[config.mk]
export PLATFORM = sky130hd
export DESIGN_NAME = uart_to_fifo
export DESIGN_NICKNAME = d
export VERILOG_FILES = /design/src/rtl/uart_to_fifo.sv
export SDC_FILE = /design/constraint.sdc
export NUM_CORES = 1
export LEC_CHECK = 0
export ABC_CLOCK_PERIOD_IN_PS = 3190
export BUFFER_PORTS_ARGS = -buffer_cell sky130_fd_sc_hd__buf_2
export CORE_MARGIN = 3
export CORE_UTILIZATION = 54
export CTS_CLUSTER_DIAMETER = 150
export DETAILED_ROUTE_END_ITERATION = 10
export PLACE_DENSITY = 0.79
export SLEW_MARGIN = 40
export SYNTH_ARGS = -nofsm -noshare
export SYNTH_HDL_FRONTEND = slang
export SYNTH_SLANG_ARGS = --single-unit
[constraint.sdc]
create_clock -name clk -period 3.19 [get_ports clk]
set_clock_uncertainty 0.15 [all_clocks]
set_input_delay 0.1595 -clock clk [delete_from_list [all_inputs] [get_ports clk]]
set_output_delay 0.1595 -clock clk [all_outputs]
set_load 0.02 [all_outputs]
[src/rtl/uart_to_fifo.sv]
// uart_to_fifo
//   Receive-side bridge from the UART RX core into the convolution input FIFO.
//   The UART cannot be stalled, so a 2-entry skid queue soaks up short FIFO-full
//   periods. Bytes arriving while the queue is full and not draining are dropped,
//   flagged (sticky overflow) and counted (saturating drop_count). frame_count
//   tracks bytes written in the current frame and frame_done pulses one cycle
//   after every FRAME_LEN-th write.
// Ports
//   clk, rstn          clock, asynchronous active-low reset
//   uart_data/valid    received byte and its 1-cycle strobe (no backpressure)
//   fifo_din/wr_en     queue head and write strobe towards the FIFO
//   fifo_full          FIFO full; no write is taken while high
//   clear              synchronous clear of queue, flags and counters
//   overflow           sticky drop flag
//   drop_count         saturating count of dropped bytes
//   frame_count        bytes written in the current frame, 0..FRAME_LEN-1
//   frame_done         1-cycle pulse after the last write of a frame
module uart_to_fifo #(
    parameter int FRAME_LEN = 1024,
    parameter int CNT_W     = 16
) (
    input  logic             clk,
    input  logic             rstn,
    input  logic [7:0]       uart_data,
    input  logic             uart_valid,
    output logic [7:0]       fifo_din,
    output logic             fifo_wr_en,
    input  logic             fifo_full,
    input  logic             clear,
    output logic             overflow,
    output logic [CNT_W-1:0] drop_count,
    output logic [CNT_W-1:0] frame_count,
    output logic             frame_done
);

    typedef enum logic [1:0] {
        EMPTY = 2'd0,
        ONE   = 2'd1,
        TWO   = 2'd2
    } occ_e;

    localparam logic [CNT_W-1:0] FRAME_LAST = CNT_W'(FRAME_LEN - 1);
    localparam logic [CNT_W-1:0] CNT_MAX    = {CNT_W{1'b1}};
    localparam logic [CNT_W-1:0] CNT_ONE    = {{(CNT_W-1){1'b0}}, 1'b1};

    occ_e       occ_r;
    occ_e       occ_next_s;
    logic [7:0] mem_r [2];
    logic       head_r;
    logic       tail_r;
    logic       pop_s;
    logic       push_s;
    logic       drop_s;

    // FIFO-facing outputs: head of the queue, write whenever something is queued
    always_comb begin
        fifo_wr_en = 1'b0;
        fifo_din   = 8'h00;
        if (occ_r != EMPTY) begin
            fifo_wr_en = !fifo_full;
            fifo_din   = mem_r[head_r];
        end else begin
            fifo_wr_en = 1'b0;
            fifo_din   = 8'h00;
        end
    end

    // Occupancy next-state; a push into a full queue only survives if the head pops
    always_comb begin
        pop_s      = fifo_wr_en;
        push_s     = uart_valid;
        drop_s     = 1'b0;
        occ_next_s = occ_r;
        case (occ_r)
            EMPTY: begin
                if (push_s) occ_next_s = ONE;
                else        occ_next_s = EMPTY;
            end
            ONE: begin
                if (push_s && !pop_s)      occ_next_s = TWO;
                else if (!push_s && pop_s) occ_next_s = EMPTY;
                else                       occ_next_s = ONE;
            end
            TWO: begin
                if (pop_s && !push_s) occ_next_s = ONE;
                else                  occ_next_s = TWO;
                drop_s = push_s && !pop_s;
            end
            default: begin
                occ_next_s = EMPTY;
            end
        endcase
    end

    // Occupancy state register
    always_ff @(posedge clk or negedge rstn) begin
        if (!rstn) begin
            occ_r <= EMPTY;
        end else if (clear) begin
            occ_r <= EMPTY;
        end else begin
            occ_r <= occ_next_s;
        end
    end

    // Queue storage and pointers; a push+pop in TWO overwrites the slot being read out
    always_ff @(posedge clk or negedge rstn) begin
        if (!rstn) begin
            head_r   <= 1'b0;
            tail_r   <= 1'b0;
            mem_r[0] <= 8'h00;
            mem_r[1] <= 8'h00;
        end else if (clear) begin
            head_r <= 1'b0;
            tail_r <= 1'b0;
        end else begin
            if (pop_s) begin
                head_r <= ~head_r;
            end
            if (push_s && !drop_s) begin
                mem_r[tail_r] <= uart_data;
                tail_r        <= ~tail_r;
            end
        end
    end

    // Overflow flag, saturating drop counter and frame counter/pulse
    always_ff @(posedge clk or negedge rstn) begin
        if (!rstn) begin
            overflow    <= 1'b0;
            drop_count  <= {CNT_W{1'b0}};
            frame_count <= {CNT_W{1'b0}};
            frame_done  <= 1'b0;
        end else if (clear) begin
            overflow    <= 1'b0;
            drop_count  <= {CNT_W{1'b0}};
            frame_count <= {CNT_W{1'b0}};
            frame_done  <= 1'b0;
        end else begin
            if (drop_s) begin
                overflow <= 1'b1;
                if (drop_count != CNT_MAX) begin
                    drop_count <= drop_count + CNT_ONE;
                end
            end
            if (pop_s) begin
                if (frame_count == FRAME_LAST) begin
                    frame_count <= {CNT_W{1'b0}};
                    frame_done  <= 1'b1;
                end else begin
                    frame_count <= frame_count + CNT_ONE;
                    frame_done  <= 1'b0;
                end
            end else begin
                frame_done <= 1'b0;
            end
        end
    end

endmodule
==> flow_summary.toml, run 1 <==
[outcome]
status = "finished, final reports clean"

[clock_network]
clock_insertion_delay_worst_skew_ns = 0.31
htree_levels = 2
tritoncts_clock_tree = "yes"
cts-root-buf = "sky130_fd_sc_hd__clkbuf_8"
cts.sink_count = 54
cts_setup_buffers = 0
cts_buffers = 5
cts-root-to-sink-buffers = 2
post_cts_resize_count = 0
clk_transition_reported_paths_ns = 0.10

[layout]
final_cell_area_sq_um = 3219
drive_above_1_share_pct = 26.54
final_net_count = 340
flow.area_growth_from_synthesis_pct = 19.07
num_antenna_cells = 0
layout.cells.non_filler = 391

[die]
fp-row-count = 25
die_w_microns = 76.76
fp.coreArea_sq_um = 4786
die_height_microns = 76.76
initial_utilization_pct = 56.50
design.die.area_sq_um = 5892
floorplan.io_pins = 56

[global_routing]
globalRouteOverflowTotal = 0
grt_start_max_net_pins = 40
grt.total_usage_pct = 20.37
grt_pass1_wl_microns = 9867
via_count_of_the_first_global_routing_pass = 2052
antenna_found_initial = 0

[synthesis]
syn_nets = 276
synthesis.area_sq_um = 2704
synthesis.yosys.warnings = 0
post_synth.cell_area_avg_sq_um = 10.44
post_syn_instances = 259
synth-compound-area-share_pct = 7.820
synth.mux.area_fraction_pct = 10.78
synth_simple_gate_area_share_pct = 20.50
yosys.area_share.adder_pct = 1.851
dominant_combinational_cell_family_by_area_after_synthesis = "simple AND/OR/NAND/NOR gates"
synth_seq_cells = 54
post_synthesis_share_of_cell_area_spent_on_xor_and_xnor_gates_pct = 7.126
post_synthesis_sequential_area_ratio_pct = 49.98
yosysUniqueCellTypes = 40

[timing]
min_period_over_period_pct = 79.58
final.hold.worst_slack_ns = 0.1453
fmax_mhz = 393.9
fin_setup_tns_ns = 0
final-hold-violation-count = 0
post-route-min-period_ns = 2.539
setup_violations = 0
final.setup.worst_slack_ns = 0.6515
rsz_0062_raised_after_global_routing = "false"
finalMaxSlewViolations = 0
timing.max_slew.rel_slack_pct = 46.57
worstMarginPinSlew_ns = 0.8015

[pwr]
cell_internal_power_dissipation_mw = 1.003
power_switching_share_pct = 27.36
netSwitchingPower_mw = 0.3779
power_share_of_the_clock_group_pct = 27.7
power_per_cell_area_nw_per_um2 = 429.0
pwr-share-seq_pct = 57.0
leakage_nw = 1.544
ir_worst_vdd_uv = 224.8
p_comb_share_pct = 15.3

[placed_design]
placedCellCount = 374
port_buffers = 55
hpwlAfterDp_microns = 3997
postPlaceCellArea_sq_um = 3039
place_ws_ns = 0.6694
gp_routability_congestion = 0.8156

[detailed_routing]
routed-via-count = 2161
ant_nets = 0
detailedRoute.firstPassIterationCount = 4
via_per_inst = 5.527
routed_wire_length_microns = 5659
detail_route.wl_per_cell_microns = 14.47
initialDrtViolationCount = 113
remaining_drc_errors = 0

[flow_run]
drv_cap = 0

[setup_path]
worstSetupEndpointType = "flip-flop"
reg2regPathDepth = 7
critPathLaunch = "occ_r[1]$_DFF_PN0_"
crit_fanout = 8
critical_path.startpoint_type = "flip-flop"
crit_type = "flip-flop to flip-flop"
cp_data_arrival_time_ns = 2.57
timing.rr.end = "drop_count[9]$_DFFE_PN0P_"
endpoint = "drop_count[9]$_DFFE_PN0P_"
critical_path.reg2reg.startpoint = "occ_r[1]$_DFF_PN0_"
r2r_slack_ns = 0.65
critical_path_required_ns = 3.22

[hold_path]
min_path_type = "input port to flip-flop"
hold_path.startpoint = "uart_valid"
## how the worst min path moves through the flow
stage	endpoint	slack, ns	cells past startpoint
floorplan	drop_count[0]$_DFFE_PN0P_	-0.29	0
global placement	frame_count[15]$_DFFE_PN0P_	0.17	1
detailed placement	mem_r[3]$_DFFE_PN0P_	0.01	1
CTS	occ_r[0]$_DFF_PN0_	0.14	5
global route	occ_r[0]$_DFF_PN0_	0.17	5
finish	occ_r[0]$_DFF_PN0_	0.15	5
## state kept, by name (all words and copies together) (netlist names)
register	cells
tail_r	1
occ_r	2
mem_r	16
frame_done	1
frame_count	16
overflow	1
drop_count	16
head_r	1
## power by group through the flow
stage,registers (mW),clock network (mW),logic [mW]
3_5_place_dp,0.802,0,0.204
3_3_place_gp,0.798,0,0.197
4_1_cts,0.788,0.396,0.213
2_1_floorplan,0.789,0,0.146
6_report,0.787,0.383,0.211
5_1_grt,0.799,0.417,0.237
## cell usage in the layout (no fill, tap or decap), types with 3 or more instances in the layout
| master | Yosys | layout |
|---|---|---|
| sky130_fd_sc_hd__nand3b_1 | 3 | 3 |
| sky130_fd_sc_hd__dfrtp_1 | 54 | 54 |
| sky130_fd_sc_hd__inv_1 | 5 | 5 |
| sky130_fd_sc_hd__nand4_1 | 12 | 12 |
| sky130_fd_sc_hd__mux2_2 | 17 | 17 |
| sky130_fd_sc_hd__o211ai_1 | 3 | 3 |
| sky130_fd_sc_hd__and3_1 | 7 | 7 |
| sky130_fd_sc_hd__xor2_1 | 20 | 20 |
| sky130_fd_sc_hd__buf_2 | 0 | 54 |
| sky130_fd_sc_hd__ha_1 | 4 | 4 |
| sky130_fd_sc_hd__mux2i_1 | 10 | 10 |
| sky130_fd_sc_hd__dlygate4sd3_1 | 0 | 9 |
| sky130_fd_sc_hd__clkbuf_8 | 0 | 5 |
| sky130_fd_sc_hd__nand2_1 | 18 | 18 |
| sky130_fd_sc_hd__nand3_1 | 8 | 8 |
| sky130_fd_sc_hd__a21oi_1 | 6 | 6 |
| sky130_fd_sc_hd__nor2_1 | 45 | 45 |
| sky130_fd_sc_hd__a31oi_1 | 6 | 6 |
## critical path, cell delays in order (launching register included)
cell and delay (ns):
sky130_fd_sc_hd__dfrtp_1 0.46, sky130_fd_sc_hd__o21bai_1 0.43, sky130_fd_sc_hd__ha_1 0.27, sky130_fd_sc_hd__nand3b_1 0.15
sky130_fd_sc_hd__nor3_1 0.54, sky130_fd_sc_hd__nand4_1 0.18, sky130_fd_sc_hd__xor2_1 0.16, sky130_fd_sc_hd__nor2_1 0.05
## cells in the mapped netlist
| master | number | share of area [%] |
|---|---|---|
| sky130_fd_sc_hd__dfrtp_1 | 54 | 50 |
| sky130_fd_sc_hd__nor2_1 | 45 | 6.2 |
| sky130_fd_sc_hd__xor2_1 | 20 | 6.5 |
| sky130_fd_sc_hd__nand2_1 | 18 | 2.5 |
| sky130_fd_sc_hd__mux2_2 | 17 | 7.1 |
| sky130_fd_sc_hd__nand4_1 | 12 | 2.8 |
| sky130_fd_sc_hd__mux2i_1 | 10 | 3.7 |
| sky130_fd_sc_hd__nand3_1 | 8 | 1.5 |
| sky130_fd_sc_hd__and3_1 | 7 | 1.6 |
| sky130_fd_sc_hd__a21oi_1 | 6 | 1.1 |
| sky130_fd_sc_hd__a31oi_1 | 6 | 1.4 |
| sky130_fd_sc_hd__clkbuf_1 | 6 | 0.83 |
| sky130_fd_sc_hd__inv_1 | 5 | 0.69 |
| sky130_fd_sc_hd__ha_1 | 4 | 1.9 |
| sky130_fd_sc_hd__nand3b_1 | 3 | 0.83 |
| sky130_fd_sc_hd__o211ai_1 | 3 | 0.83 |
| sky130_fd_sc_hd__a22o_1 | 2 | 0.65 |
| sky130_fd_sc_hd__a41o_1 | 2 | 0.74 |
| sky130_fd_sc_hd__a41oi_1 | 2 | 0.65 |
| sky130_fd_sc_hd__and2_1 | 2 | 0.46 |
| sky130_fd_sc_hd__and4_1 | 2 | 0.65 |
| sky130_fd_sc_hd__nor3_1 | 2 | 0.37 |
| sky130_fd_sc_hd__nor3_2 | 2 | 0.74 |
| sky130_fd_sc_hd__nor4_1 | 2 | 0.46 |
| sky130_fd_sc_hd__o31ai_1 | 2 | 0.56 |
| sky130_fd_sc_hd__or4_1 | 2 | 0.56 |
| sky130_fd_sc_hd__xnor2_1 | 2 | 0.65 |
| sky130_fd_sc_hd__a221o_1 | 1 | 0.37 |
| sky130_fd_sc_hd__a311oi_1 | 1 | 0.32 |
| sky130_fd_sc_hd__a311oi_2 | 1 | 0.56 |
| sky130_fd_sc_hd__buf_1 | 1 | 0.14 |
| sky130_fd_sc_hd__buf_4 | 1 | 0.28 |
| sky130_fd_sc_hd__nand2b_1 | 1 | 0.23 |
| sky130_fd_sc_hd__nand4b_1 | 1 | 0.32 |
| sky130_fd_sc_hd__nor2b_1 | 1 | 0.23 |
| sky130_fd_sc_hd__nor3_4 | 1 | 0.60 |
| sky130_fd_sc_hd__o21ai_0 | 1 | 0.18 |
| sky130_fd_sc_hd__o21ai_1 | 1 | 0.18 |
| sky130_fd_sc_hd__o21bai_1 | 1 | 0.28 |
| sky130_fd_sc_hd__or4_4 | 1 | 0.42 |
## routing by layer
metal	part of all wire (%)	GRT usage (%)	vias to the layer above	wire length (microns)
li1	-	-	1056	-
met1	47	27.90	1050	2638
met2	48	33.10	51	2690
met3	4.9	4.108	4	279
met4	0.90	5.435	0	51
met5	0	0	-	0
## timing repair
action	4_1_cts	5_1_grt
hold buffers	9	0
endpoints found under the hold margin	54	0
endpoints found under the setup margin	0	0
## metrics by stage
stage          utilization [%]  total power [mW]
6_report                 67.27             1.381
4_1_cts                  67.27             1.398
3_5_place_dp             63.50             1.006
2_1_floorplan                -            0.9354
3_3_place_gp             63.45            0.9948
5_1_grt                  67.27             1.453
## cell type report
type,count,area [sq um]
flip-flops and latches,54,1351
well taps,67,83.83
fillers,400,1567
inverters,5,18.77
multi-input cells,192,1300
clock buffers,5,68.82
clock inverters,3,21.27
repair buffers,65,375.4
## cells by family after synthesis
| kind of cell | after synthesis |
|---|---|
| multiplexers | 27 |
| flip-flops | 54 |
| AND/OR/NAND/NOR | 110 |
| adder cells (fa/ha/maj) | 4 |
| AO/OA/AOI/OAI | 29 |
| buffers and inverters | 13 |
| XOR/XNOR | 22 |
No activity file was read; power rests on OpenSTA's default activity.
==> inputs of run 2 (changes only) <==
ABC_CLOCK_PERIOD_IN_PS = 2330   (was 3190)
CORE_UTILIZATION = 49   (was 54)
PLACE_DENSITY = 0.75   (was 0.79)
clock period = 2.33 ns   (was 3.19 ns; I/O delays follow)
==> flow_summary.toml, run 2 (synthesis results as in run 1) <==
[timing]
fmax_mhz = 477.0
worstMarginPinSlew_ns = 0.6649
final.setup.worst_slack_ns = 0.2336
finalMaxSlewViolations = 0
fin_setup_tns_ns = 0
setup_violations = 0
rsz_0062_raised_after_global_routing = "false"
min_period_over_period_pct = 89.97
post-route-min-period_ns = 2.096
final.hold.worst_slack_ns = 0.08978
final-hold-violation-count = 0
timing.max_slew.rel_slack_pct = 55.67

[detailed_routing]
via_per_inst = 5.447
ant_nets = 0
remaining_drc_errors = 0
routed-via-count = 2206
detail_route.wl_per_cell_microns = 14.44
initialDrtViolationCount = 88
detailedRoute.firstPassIterationCount = 5
routed_wire_length_microns = 5847

[layout]
final_net_count = 351
num_antenna_cells = 0
largestRegisters = "drop_count x16, frame_count x16, mem_r x16"
layout.cells.most_common_list = "55 x sky130_fd_sc_hd__buf_2, 54 x sky130_fd_sc_hd__dfrtp_1, 45 x sky130_fd_sc_hd__nor2_1"
layout.cells.non_filler = 405
flow.area_growth_from_synthesis_pct = 23.42
mostFrequentLayoutCell = "sky130_fd_sc_hd__buf_2"
final_core_utilization_pct = 63.71
drive_above_1_share_pct = 29.25

[placed_design]
gp_routability_congestion = 0.8185
placedCellCount = 388
hpwlAfterDp_microns = 4053
place_ws_ns = 0.1642
port_buffers = 55

[clock_network]
tritoncts_clock_tree = "yes"
cts_buffers = 5
cts-root-to-sink-buffers = 2
cts-root-buf = "sky130_fd_sc_hd__clkbuf_8"
clock_insertion_delay_worst_skew_ns = 0.31
cts.sink_count = 54
clk_transition_reported_paths_ns = 0.10
htree_levels = 2

[die]
design.die.area_sq_um = 6446
initial_utilization_pct = 51.62
die_height_microns = 80.29
fp.coreArea_sq_um = 5238
fp-row-count = 26
floorplan.io_pins = 56
die_w_microns = 80.29

[setup_path]
crit_fanout = 11
timing.critical_path.slowest_cell_delay_ns = 0.51
critical-path-slowest-cell = "sky130_fd_sc_hd__or4_4"
critical_path_required_ns = 2.39
worstSetupEndpointType = "flip-flop"
critical_path_cell_list = "or4_4 > nor3_4 > a311oi_2 > buf_4 > a221o_1"
crit_type = "flip-flop to flip-flop"
cp_data_arrival_time_ns = 2.15
critical_path.startpoint_type = "flip-flop"

[global_routing]
grt.total_usage_pct = 19.77
globalRouteOverflowTotal = 0
grt_start_max_net_pins = 55
via_count_of_the_first_global_routing_pass = 2182
grt_pass1_wl_microns = 10070
antenna_found_initial = 0

[pwr]
power_per_cell_area_nw_per_um2 = 610.8
ir_worst_vdd_uv = 481.8
leakage_nw = 1.619

[flow_run]
drv_cap = 0

[hold_path]
min_path_type = "input port to flip-flop"

[outcome]
status = "finished, final reports clean"
-- run 2: cell count changes in the layout (fill, tap and decap cells not counted) --
| cell | before | now |
|---|---|---|
| sky130_fd_sc_hd__buf_4 | 2 | 12 |
| sky130_fd_sc_hd__buf_2 | 54 | 55 |
| sky130_fd_sc_hd__bufinv_16 | 0 | 1 |
| sky130_fd_sc_hd__clkbuf_8 | 5 | 6 |
| sky130_fd_sc_hd__clkinv_2 | 1 | 0 |
| sky130_fd_sc_hd__clkinv_4 | 1 | 0 |
| sky130_fd_sc_hd__clkinvlp_4 | 1 | 0 |
| sky130_fd_sc_hd__inv_6 | 0 | 1 |
| sky130_fd_sc_hd__nand2_1 | 18 | 17 |
| sky130_fd_sc_hd__nand2_2 | 0 | 1 |
-- run 2: repair_timing --
action,4_1_cts,5_1_grt
endpoints found under the hold margin,70,0
endpoints found under the setup margin,0,8
hold buffers,9,0
resized for setup,0,1
buffers inserted,0,0
-- run 2: metrics by stage --
stage          power, mW  cell area [sq um]
5_1_grt            2.149               3337
6_report           2.038               3337
2_1_floorplan      1.281               2704
3_3_place_gp       1.370               3123
3_5_place_dp       1.383               3123
4_1_cts            2.056               3334
-- run 2: path summary, 6_finish.rpt --
path	slack [ns]	cells after the start	end	from
worst min register to register	0.36	1	mem_r[6]$_DFFE_PN0P_	mem_r[6]$_DFFE_PN0P_
worst max-delay path	0.23	5	frame_count[11]$_DFFE_PN0P_	frame_count[10]$_DFFE_PN0P_
max in group asynchronous	1.29	3	drop_count[6]$_DFFE_PN0P_	rstn
worst max register to register	0.23	5	frame_count[11]$_DFFE_PN0P_	frame_count[10]$_DFFE_PN0P_
min in group asynchronous	0.30	3	mem_r[1]$_DFFE_PN0P_	rstn
worst min-delay path	0.09	4	tail_r$_DFFE_PN0P_	uart_valid
-- run 2: cell type report --
type	count	area [sq um]
Inverter	5	18.77
Tap cell	70	87.58
Sequential cell	54	1351
Clock buffer	6	82.58
Timing Repair Buffer	76	455.4
Multi-Input combinational cell	192	1303
Clock inverter	2	38.79
Fill cell	446	1901
-- run 2: report_power, final --
part | total [mW] | internal (mW) | switching (mW)
registers | 1.08 | 1.02 | 0.0555
logic | 0.296 | 0.144 | 0.151
clock network | 0.664 | 0.354 | 0.310
-- run 2: layer usage --
metal  vias to the layer above  GRT usage (%)  wire length [microns]
met4                         0          4.223                     57
li1                       1075              -                      -
met1                      1054          26.40                   2752
met2                        68          33.03                   2717
met5                         -              0                      0
met3                         9          4.372                    319
-- run 2: worst max-delay path: cells and delay by family, from the launching register on --
| kind | cells | cell delay (ns) |
|---|---|---|
| flops | 1 | 0.45 |
| buf+inv | 1 | 0.21 |
| simple gates | 2 | 0.73 |
| compound gates | 2 | 0.45 |
